**config.mk**
```make
export PLATFORM = sky130hd
export DESIGN_NAME = instr_fetch
export DESIGN_NICKNAME = d
export VERILOG_FILES = /design/src/rtl/instr_fetch.sv
export SDC_FILE = /design/constraint.sdc
export NUM_CORES = 1
export LEC_CHECK = 0
export CORE_ASPECT_RATIO = 1.2
export CORE_MARGIN = 4
export CORE_UTILIZATION = 46
export DETAILED_ROUTE_END_ITERATION = 10
export HOLD_SLACK_MARGIN = 0.05
export PLACE_DENSITY = 0.79
export SLEW_MARGIN = 20
export SYNTH_ARGS = -nofsm -noshare
export SYNTH_HDL_FRONTEND = slang
export SYNTH_SLANG_ARGS = --single-unit
```
**constraint.sdc**
```tcl
create_clock -name clk -period 2 [get_ports clk]
set_input_delay 0.2 -clock clk [delete_from_list [all_inputs] [get_ports clk]]
set_output_delay 0.2 -clock clk [all_outputs]
set_load 0.005 [all_outputs]
```
**src/rtl/instr_fetch.sv**
```systemverilog
// rtl/instr_fetch.sv - two-word instruction fetch unit with pc redirect and discard of in-flight reads
module instr_fetch #(
    parameter logic [7:0] RESET_PC = 8'd0
) (
    input  logic        clk,
    input  logic        reset,
    output logic [7:0]  mem_address,
    output logic        mem_rwn,
    output logic        mem_start,
    input  logic        mem_ready,
    input  logic [15:0] mem_data,
    input  logic        pc_load,
    input  logic [7:0]  pc_target,
    output logic        instr_valid,
    output logic [31:0] instr,
    output logic [7:0]  instr_pc,
    input  logic        instr_accept
);

    typedef enum logic [2:0] {
        REQ_HI  = 3'd0,
        WAIT_HI = 3'd1,
        REQ_LO  = 3'd2,
        WAIT_LO = 3'd3,
        HOLD    = 3'd4
    } state_t;

    state_t      state, state_nx;
    logic [7:0]  pc, pc_nx;
    logic [7:0]  target, target_nx;
    logic [15:0] hi, hi_nx;
    logic [15:0] lo, lo_nx;
    logic        discard, discard_nx;
    logic        lo_phase;
    logic        req_phase;

    // State register; reset returns to a clean fetch at RESET_PC.
    always_ff @(posedge clk or negedge reset) begin
        if (!reset) begin
            state   <= REQ_HI;
            pc      <= RESET_PC;
            target  <= RESET_PC;
            hi      <= 16'd0;
            lo      <= 16'd0;
            discard <= 1'b0;
        end else begin
            state   <= state_nx;
            pc      <= pc_nx;
            target  <= target_nx;
            hi      <= hi_nx;
            lo      <= lo_nx;
            discard <= discard_nx;
        end
    end

    // Next-state: walk the two reads, hold for the decoder, honour redirects.
    // A read already accepted by memory cannot be cancelled, so a redirect in a
    // WAIT state is parked in target and the returning word is thrown away.
    always_comb begin
        state_nx   = state;
        pc_nx      = pc;
        target_nx  = target;
        hi_nx      = hi;
        lo_nx      = lo;
        discard_nx = discard;
        case (state)
            REQ_HI, REQ_LO: begin
                if (pc_load) begin
                    pc_nx    = pc_target;
                    state_nx = REQ_HI;
                end else if (mem_ready) begin
                    state_nx = (state == REQ_HI) ? WAIT_HI : WAIT_LO;
                end
            end
            WAIT_HI, WAIT_LO: begin
                if (mem_ready) begin
                    if (discard || pc_load) begin
                        pc_nx      = pc_load ? pc_target : target;
                        discard_nx = 1'b0;
                        state_nx   = REQ_HI;
                    end else if (state == WAIT_HI) begin
                        hi_nx    = mem_data;
                        state_nx = REQ_LO;
                    end else begin
                        lo_nx    = mem_data;
                        state_nx = HOLD;
                    end
                end else if (pc_load) begin
                    target_nx  = pc_target;
                    discard_nx = 1'b1;
                end
            end
            HOLD: begin
                if (pc_load) begin
                    pc_nx    = pc_target;
                    state_nx = REQ_HI;
                end else if (instr_accept) begin
                    pc_nx    = pc + 8'd2;
                    state_nx = REQ_HI;
                end
            end
            default: state_nx = REQ_HI;
        endcase
    end

    // Outputs: request only into an idle memory and never on a redirect cycle.
    always_comb begin
        lo_phase    = (state == REQ_LO) || (state == WAIT_LO);
        req_phase   = (state == REQ_HI) || (state == REQ_LO);
        mem_address = lo_phase ? (pc + 8'd1) : pc;
        mem_rwn     = 1'b1;
        mem_start   = reset && req_phase && mem_ready && !pc_load;
        instr_valid = (state == HOLD);
        instr       = {hi, lo};
        instr_pc    = pc;
    end

endmodule

```
==> results of run 1 <==
## kinds of logic after synthesis
group / count (synthesis) / synth area share (%)
adder cells (fa/ha/maj): 2 / 0.983
buffers and inverters: 19 / 4.13
AO/OA/AOI/OAI: 48 / 11.6
other: 1 / 0.147
XOR/XNOR: 8 / 2.75
AND/OR/NAND/NOR: 46 / 10.3
flip-flops: 52 / 51.1
multiplexers: 43 / 19.0
## worst paths after layout
kind                             endpoint  slack (ns)         from
setup / recovery           mem_address[7]        0.08  instr_pc[1]
hold / removal                      lo[3]        0.03        reset
setup reg to reg              instr_pc[4]        0.09     state[2]
hold reg to reg                     lo[0]        0.51        lo[0]
max in group asynchronous        state[0]        1.49        reset
min in group clk              instr_pc[2]        0.48      pc_load
## final cells by class
type / instances / area (um^2) / share of cell area, %
Timing Repair Buffer: 108 / 1020 / 27.8
Clock inverter: 2 / 10.0 / 0.272
Inverter: 5 / 18.8 / 0.511
Clock buffer: 6 / 82.6 / 2.25
Tap cell: 62 / 77.6 / 2.11
Multi-Input combinational cell: 148 / 1160 / 31.7
Sequential cell: 52 / 1300 / 35.4
## layer usage
| metal | global-route usage, % | part of all wire [%] | vias to the layer above |
|---|---|---|---|
| met2 | 34.1 | 52 | 80 |
| met3 | 6.05 | 8.2 | 8 |
| met1 | 20.2 | 39 | 982 |
| met4 | 4.37 | 1.2 | 0 |
| met5 | 0 | 0 | - |
| li1 | - | - | 989 |
## synth_stat cells (all sizes together), types with 3 or more instances
cell type,count
buf,11
o22ai,9
o21ai,8
o211ai,3
dfrtp,52
xor2,4
clkbuf,3
mux2,42
inv,5
xnor2,4
nand3,5
nor2b,4
nand2,11
nor3b,3
nand4,3
nor2,8
a21oi,18
## registers in the layout (all words and copies together) (netlist names)
signal and count:
instr_pc 8, state 3, target 8, hi 16, discard 1, lo 16
## power groups by stage
stage               clock, mW  sequential [mW]  combinational, mW
CTS                     0.623             1.56               1.50
finish                  0.594             1.55               1.48
global placement            0             1.56               1.45
global route            0.666             1.60               1.61
floorplan                   0             1.60              0.532
detailed placement          0             1.58               1.48
## critical path: stages, from the launching register on
cell and delay [ns]:
dfrtp_1 0.38, ha_2 0.19, and3_4 0.20, nand3_1 0.11, nor2_1 0.16, xor2_1 0.14
dlygate4sd2_1 0.24
## timing repair
action                     4_1_cts  5_1_grt
pin swaps                        3        0
resized for setup                9        7
setup buffers                    2        2
setup endpoints to repair        8        7
## stage by stage
stage                     instances  cell area, um^2  utilization (%)  total power, mW  hold slack (ns)
after floorplan                 219             2550                -             2.13          -0.0956
after global placement          371             3520             66.0             3.01            0.387
after detailed placement        371             3520             66.0             3.06            0.387
after CTS                       381             3640             68.2             3.67           0.0580
after global routing            383             3680             68.9             3.87           0.0878
final                           383             3680             68.9             3.62           0.0340
==> impl_metrics.toml, run 1 <==
[cts]
cts_sinks = 52
cts-htree-levels = 2
numCtsBuffers = 5
insertion_delay_ns = 0.30
cts_tree = "built"
cts-root-buf = "clkbuf_8"
clk_path_buf_depth = 2
clk_pin_slew_ns = 0.09
cts_hold_buf = 0

[yosys]
synth_ff_type = "dfrtp_1"
syn_inst = 219
synth_largest_area_cell = "dfrtp_1"
syn_area_um2 = 2550
synth_area_leaders = "dfrtp_1, mux2_2, a21oi_1"
async_flop_share_pct = 100
synth.distinct_cells = 45
syn-num-nets = 250
synth_top_area_share_pct = 51.1
synth_seq_area_share_pct = 51.1
synth_area_per_cell_um2 = 11.6
yosys_warnings = 0
synth_edf_count = 0
synth_seq_cells = 52

[timing]
period_share_pct = 95.8
relSlewSlack_pct = 56.6
timing.fmax_mhz = 522
fin_crit_ns = 1.92
slew_violations = 0
worst_pin_slew_ns = 0.651
hold_violations = 0
finalWorstSetupSlack_ns = 0.0841
setup_violations = 0
finalSetupTns_ns = 0
finalClockSkew_ns = 0.0111

[die]
die_h_um = 89.5
rows = 29
dieArea_um2 = 6790
core_area_um2 = 5330
initial_core_util_pct = 47.7
fp.dieW_um = 75.9
pin_count = 80

[power]
p_sw_mw = 1.01
ir_worst_vdd_uv = 746
clock_power_share_pct = 16.4
seqPwrFrac_pct = 42.9
power_leakage_nw = 1.64
p_int_mw = 2.61
p_per_area_nw_per_um2 = 986
switching_share_pct = 28.0
combPwrFrac_pct = 40.7

[global_routing]
grt_max_degree = 53
grt_pass1_vias = 2115
grt.overflow.total = 0
grt_pass1_wl_um = 10100
grt_use_total_pct = 18.3
antenna_found_initial = 0

[cells_and_area]
final_cell_mix = "clkdlybuf4s50_1, dfrtp_1, mux2_2"
areaGrowthSynthToFinish_pct = 44.4
fillers = 416
mostFrequentLayoutCell = "clkdlybuf4s50_1"
drive_gt1_share_pct = 29.0
nets = 351
num_antenna_cells = 0

[detailed_routing]
routed_wl_um = 6120
drc = 0
first_pass_iters = 4
postRouteAntennaNets = 0
wire_per_inst_um = 16.0
via_per_inst = 5.38
vias = 2059
drt_iter0_drc = 132

[outcome]
status = "finished, final reports clean"

[place]
port_buffers = 78
hpwl_um = 4610
gp_congestion = 0.850
post-place-ws_ns = -0.209

[setup_path]
worstSetupEndpointType = "primary output"
crit_fanout = 3
worst_ep_arrival_time_ns = 1.72
cp_data_required_time_ns = 1.80
startpoint_type = "register"
crit_type = "reg -> out"
worstRegToRegCells = 6

[flow_run]
max_cap_viol_count = 0

[hold_path]
holdCritPathClass = "in -> async"
(Power assumes the default switching activity.)
==> run 2: changes to the inputs <==
- CORE_UTILIZATION: 46 -> 50
- PLACE_DENSITY: 0.79 -> 0.85
- clock period: 2 -> 2.3 ns (I/O delays scaled with it)
==> run 2 against run 1 <==
Against the previous run:
- setup slack better by 0.059 ns
- sequential share of layout area is 1.4 points higher
- final area shrank 3.9%
- sequential cell count did not move
- die area is 7.2% lower
- total power decreased by 14%
- final cell count is 5.2% lower
- critical path type unchanged
- largest power group unchanged
==> impl_metrics.toml, run 2 (synthesized netlist as in run 1, its figures left out) <==
[outcome]
status = "finished, final reports clean"

[power]
power_leakage_nw = 1.50
combPwrFrac_pct = 39.9
seqPwrFrac_pct = 44.4
p_sw_mw = 0.884
clock_power_share_pct = 15.7
switching_share_pct = 28.5
p_per_area_nw_per_um2 = 877
p_int_mw = 2.21
power_mw = 3.10
ir_worst_vdd_uv = 631

[cells_and_area]
nets = 334
top_regs = "hi: 16 flops, lo: 16 flops"
areaGrowthSynthToFinish_pct = 38.7
drive_gt1_share_pct = 24.4
stdcell_area_um2 = 3530
final_cell_mix = "clkdlybuf4s50_1, dfrtp_1, mux2_2"
fillers = 370
mostFrequentLayoutCell = "clkdlybuf4s50_1"
num_antenna_cells = 0

[global_routing]
grt_pass1_vias = 2078
grt_max_degree = 53
grt.overflow.total = 0
antenna_found_initial = 0
grt_pass1_wl_um = 9680
grt_use_total_pct = 19.7

[detailed_routing]
wire_per_inst_um = 16.5
via_per_inst = 5.63
vias = 2045
first_pass_iters = 4
drt_iter0_drc = 129
drc = 0
postRouteAntennaNets = 0
routed_wl_um = 5990

[setup_path]
crit_type = "reg -> out"
critical_path.top_delay_family = "buffers and inverters"
crit_fanout = 7
startpoint_type = "register"
crit_cells = 6
worstRegToRegCells = 4
worst_ep_arrival_time_ns = 1.93
worstPathBufferInverterCount = 2
cp_data_required_time_ns = 2.07
worstSetupEndpointType = "primary output"
max_stage_delay_ns = 0.51
slowest_stage = "clkdlybuf4s50_1"
crit_chain = "buf_4 -> ha_1 -> nand2_1 -> nor2_2 -> xor2_1 -> clkdlybuf4s50_1"

[timing]
finalSetupTns_ns = 0
fin_crit_ns = 2.16
hold_violations = 0
finalClockSkew_ns = 0.00605
finalWorstSetupSlack_ns = 0.143
setup_violations = 0
slew_violations = 0
relSlewSlack_pct = 56.8
worst_pin_slew_ns = 0.648
period_share_pct = 93.8
timing.fmax_mhz = 464

[die]
rows = 28
core_area_um2 = 4940
fp.dieW_um = 73.1
dieArea_um2 = 6300
pin_count = 80
die_h_um = 86.2
initial_core_util_pct = 51.5

[cts]
clk_path_buf_depth = 2
cts_tree = "built"
clk_pin_slew_ns = 0.09
insertion_delay_ns = 0.29
cts-htree-levels = 2
numCtsBuffers = 5
cts_setup_buffers = 0
cts-root-buf = "clkbuf_8"
cts_sinks = 52

[place]
placed_cell_area_um2 = 3420
port_buffers = 78
hpwl_um = 4520
gp_congestion = 0.855
post-place-ws_ns = 0.162

[flow_run]
max_cap_viol_count = 0

[hold_path]
holdCritPathClass = "in -> async"
==> run 2: changes by cell type in the layout (fill, tap and decap cells not counted), sizes merged <==
cell | previous run | this run
clkbuf | 6 | 5
dlygate4sd2 | 4 | 0
dlymetal6s2s | 5 | 1
clkinvlp | 0 | 1
clkinv | 2 | 1
buf | 31 | 14
clkdlybuf4s50 | 68 | 76
==> run 2: metrics by stage <==
| step | util (%) | instances | hold WS (ns) |
|---|---|---|---|
| 2_1_floorplan | - | 219 | -0.0656 |
| 3_3_place_gp | 69.3 | 356 | 0.396 |
| 3_5_place_dp | 69.3 | 356 | 0.399 |
| 4_1_cts | 70.9 | 363 | 0.0694 |
| 5_1_grt | 71.5 | 363 | 0.105 |
| 6_report | 71.5 | 363 | 0.0574 |
==> run 2: layer usage <==
metal / part of all wire, % / wire, um / GRT usage, %
met3: 9.4 / 562 / 7.77
met1: 37 / 2210 / 22.2
met4: 2.8 / 170 / 9.06
met5: 0 / 0 / 0
met2: 51 / 3050 / 32.5
==> run 2: worst paths after layout <==
| path | start | end | slack (ns) |
|---|---|---|---|
| max reg2reg | state[0] | target[1] | 0.31 |
| min reg2reg | hi[14] | hi[14] | 0.51 |
| min in group clk | hi[14] | hi[14] | 0.51 |
| min | reset | hi[1] | 0.06 |
| max | instr_pc[1] | mem_address[6] | 0.14 |
| max in group asynchronous | reset | hi[6] | 1.81 |
==> run 2: repair_timing <==
item / in CTS / in global routing
gates resized for setup: 1 / 6
pin swaps: 0 / 1
setup endpoints to repair: 1 / 2
hold buffers: 0 / 0
cloned: 0 / 0
==> run 2: area by class of cell <==
cell class / count / area, um^2 / area share, %
clock buffers: 5 / 68.8 / 1.95
clock inverters: 2 / 12.5 / 0.354
inverters: 5 / 18.8 / 0.531
multi-input cells: 148 / 1170 / 33.0
flip-flops and latches: 52 / 1300 / 36.8
well taps: 60 / 75.1 / 2.13
repair buffers: 91 / 888 / 25.2
==> run 2: power by group through the flow <==
stage / clock network (mW) / registers (mW) / logic, mW
after global placement: 0 / 1.37 / 1.20
after detailed placement: 0 / 1.39 / 1.23
after CTS: 0.505 / 1.37 / 1.24
after global routing: 0.546 / 1.42 / 1.34
final: 0.486 / 1.38 / 1.24
after floorplan: 0 / 1.39 / 0.463
==> run 3: changes to the inputs <==
- CORE_MARGIN: 4 -> not set
==> run 3 against run 2 <==
Against the previous run:
- global-route usage rose by 4.3 points
- total power rose by 4.0%
- clock skew barely moved
- sequential cell count did not move
- setup slack got worse by 0.032 ns
- sequential share of layout area fell by 0.44 points
- clock-buffer cell count did not move
- first-iteration DRC count rose by 84%
- non-clock buffer count rose by 3
- maximum frequency fell by 1.5%
- critical path type unchanged
==> impl_metrics.toml, run 3 (synthesized netlist as in run 1, its figures left out) <==
[cts]
cts_tree = "built"
clk_pin_slew_ns = 0.09
cts_sinks = 52
numCtsBuffers = 5
insertion_delay_ns = 0.30
cts-root-buf = "clkbuf_8"
cts_hold_buf = 0
clk_path_buf_depth = 2
cts-htree-levels = 2

[die]
initial_core_util_pct = 51.9
core_area_um2 = 4900
pin_count = 80
dieArea_um2 = 5380
rows = 28
fp.dieW_um = 67.1
die_h_um = 80.2

[timing]
worst_hold_slack_ns = 0.0694
finalClockSkew_ns = 0.00616
setup_violations = 0
fin_crit_ns = 2.19
rsz0062_at_grt = "false"
worst_pin_slew_ns = 0.640
period_share_pct = 95.2
finalSetupTns_ns = 0
timing.fmax_mhz = 457
hold_violations = 0
slew_violations = 0
relSlewSlack_pct = 57.3

[setup_path]
startpoint_type = "register"
crit_fanout = 7
cp_data_required_time_ns = 2.07
max_stage_delay_ns = 0.51
r2r-end = "instr_pc[7]"
slowest_stage = "clkdlybuf4s50_1"
worst-r2r-setup-slack_ns = 0.33
r2r-start = "state[0]"
worst_ep_arrival_time_ns = 1.96
crit_chain = "buf_4 -> ha_1 -> nand2_1 -> nor2_1 -> xor2_1 -> clkdlybuf4s50_1"
crit_type = "reg -> out"
worstSetupEndpointType = "primary output"
worstRegToRegCells = 4

[global_routing]
grt_max_degree = 53
grt_pass1_wl_um = 9720
grt_pass1_vias = 2102
grt.overflow.total = 0
antenna_found_initial = 0
grt_use_total_pct = 24.0

[cells_and_area]
mostFrequentLayoutCell = "clkdlybuf4s50_1"
top_regs = "hi: 16 flops, lo: 16 flops"
nets = 337
final_cell_mix = "clkdlybuf4s50_1, dfrtp_1, mux2_2"
stdcell_count = 367
num_antenna_cells = 0
area.sequential_um2 = 1300
drive_gt1_share_pct = 25.1
areaGrowthSynthToFinish_pct = 40.5
fillers = 370
multi_input_area_um2 = 1160

[detailed_routing]
drc = 0
drt_iter0_drc = 238
first_pass_iters = 4
vias = 2088
routed_wl_um = 5840
wire_per_inst_um = 15.9
via_per_inst = 5.69
postRouteAntennaNets = 0

[hold_path]
holdCritPathClass = "in -> async"

[flow_run]
max_cap_viol_count = 0

[outcome]
status = "finished, final reports clean"

[place]
gp_congestion = 1.02
hpwl_um = 4260
port_buffers = 78
dp_cells = 358

[power]
power_leakage_nw = 1.52
ir_worst_vdd_uv = 548
p_per_area_nw_per_um2 = 900
## run 3: changes by cell type in the layout (fill, tap and decap cells not counted), sizes merged
cell,change
buf,+3
bufinv,+1
## run 3: through the flow
stage	power [mW]	utilization, %	worst slack [ns]	cell area (um^2)
final	3.22	73.0	0.111	3580
after global routing	3.42	73.0	0.00121	3580
after CTS	3.24	72.4	0.0147	3550
after detailed placement	2.60	70.1	0.0869	3440
after global placement	2.57	70.1	0.184	3440
after floorplan	1.85	-	0.468	2550
## run 3: worst max-delay path by stage
stage | from | cells after the start | slack, ns | to
after CTS | instr_pc[1] | 6 | 0.01 | mem_address[7]
after floorplan | state[2] | 6 | 0.47 | lo[10]
final | instr_pc[1] | 6 | 0.11 | mem_address[6]
after detailed placement | pc_load | 5 | 0.09 | instr_pc[7]
after global routing | instr_pc[1] | 6 | 0.001 | mem_address[6]
after global placement | pc_load | 6 | 0.18 | instr_pc[4]
## run 3: worst max-delay path: cells and delay by family (launching register included)
kind	cells	cell delay, ns
XOR/XNOR	1	0.14
adder cells (fa/ha/maj)	1	0.19
buffers and inverters	2	0.69
flip-flops	1	0.41
AND/OR/NAND/NOR	2	0.23
## run 3: what timing repair did
| item | 4_1_cts | 5_1_grt |
|---|---|---|
| gates resized for setup | 1 | 5 |
| pin swaps | 0 | 0 |
| buffers inserted | 0 | 1 |
| setup endpoints to repair | 1 | 3 |
## run 3: layer usage
metal / GRT usage [%] / vias up / part of all wire [%]
met1: 27.8 / 1010 / 38
li1: - / 966 / -
met3: 7.95 / 13 / 8.3
met4: 7.02 / 0 / 1.5
met5: 0 / - / 0
met2: 41.4 / 99 / 52
## run 3: cell type report
cell class / count / share of cell area [%]
flip-flops and latches: 52 / 36.4
multi-input cells: 148 / 32.4
repair buffers: 94 / 25.5
well taps: 60 / 2.10
clock buffers: 5 / 1.92
clock inverters: 3 / 1.19
inverters: 5 / 0.524
## run 3: where the power goes
part / internal (mW) / leakage [nW] / switching, mW
clock: 0.322 / 0.0541 / 0.297
sequential: 1.19 / 0.651 / 0.190
combinational: 0.819 / 0.818 / 0.405
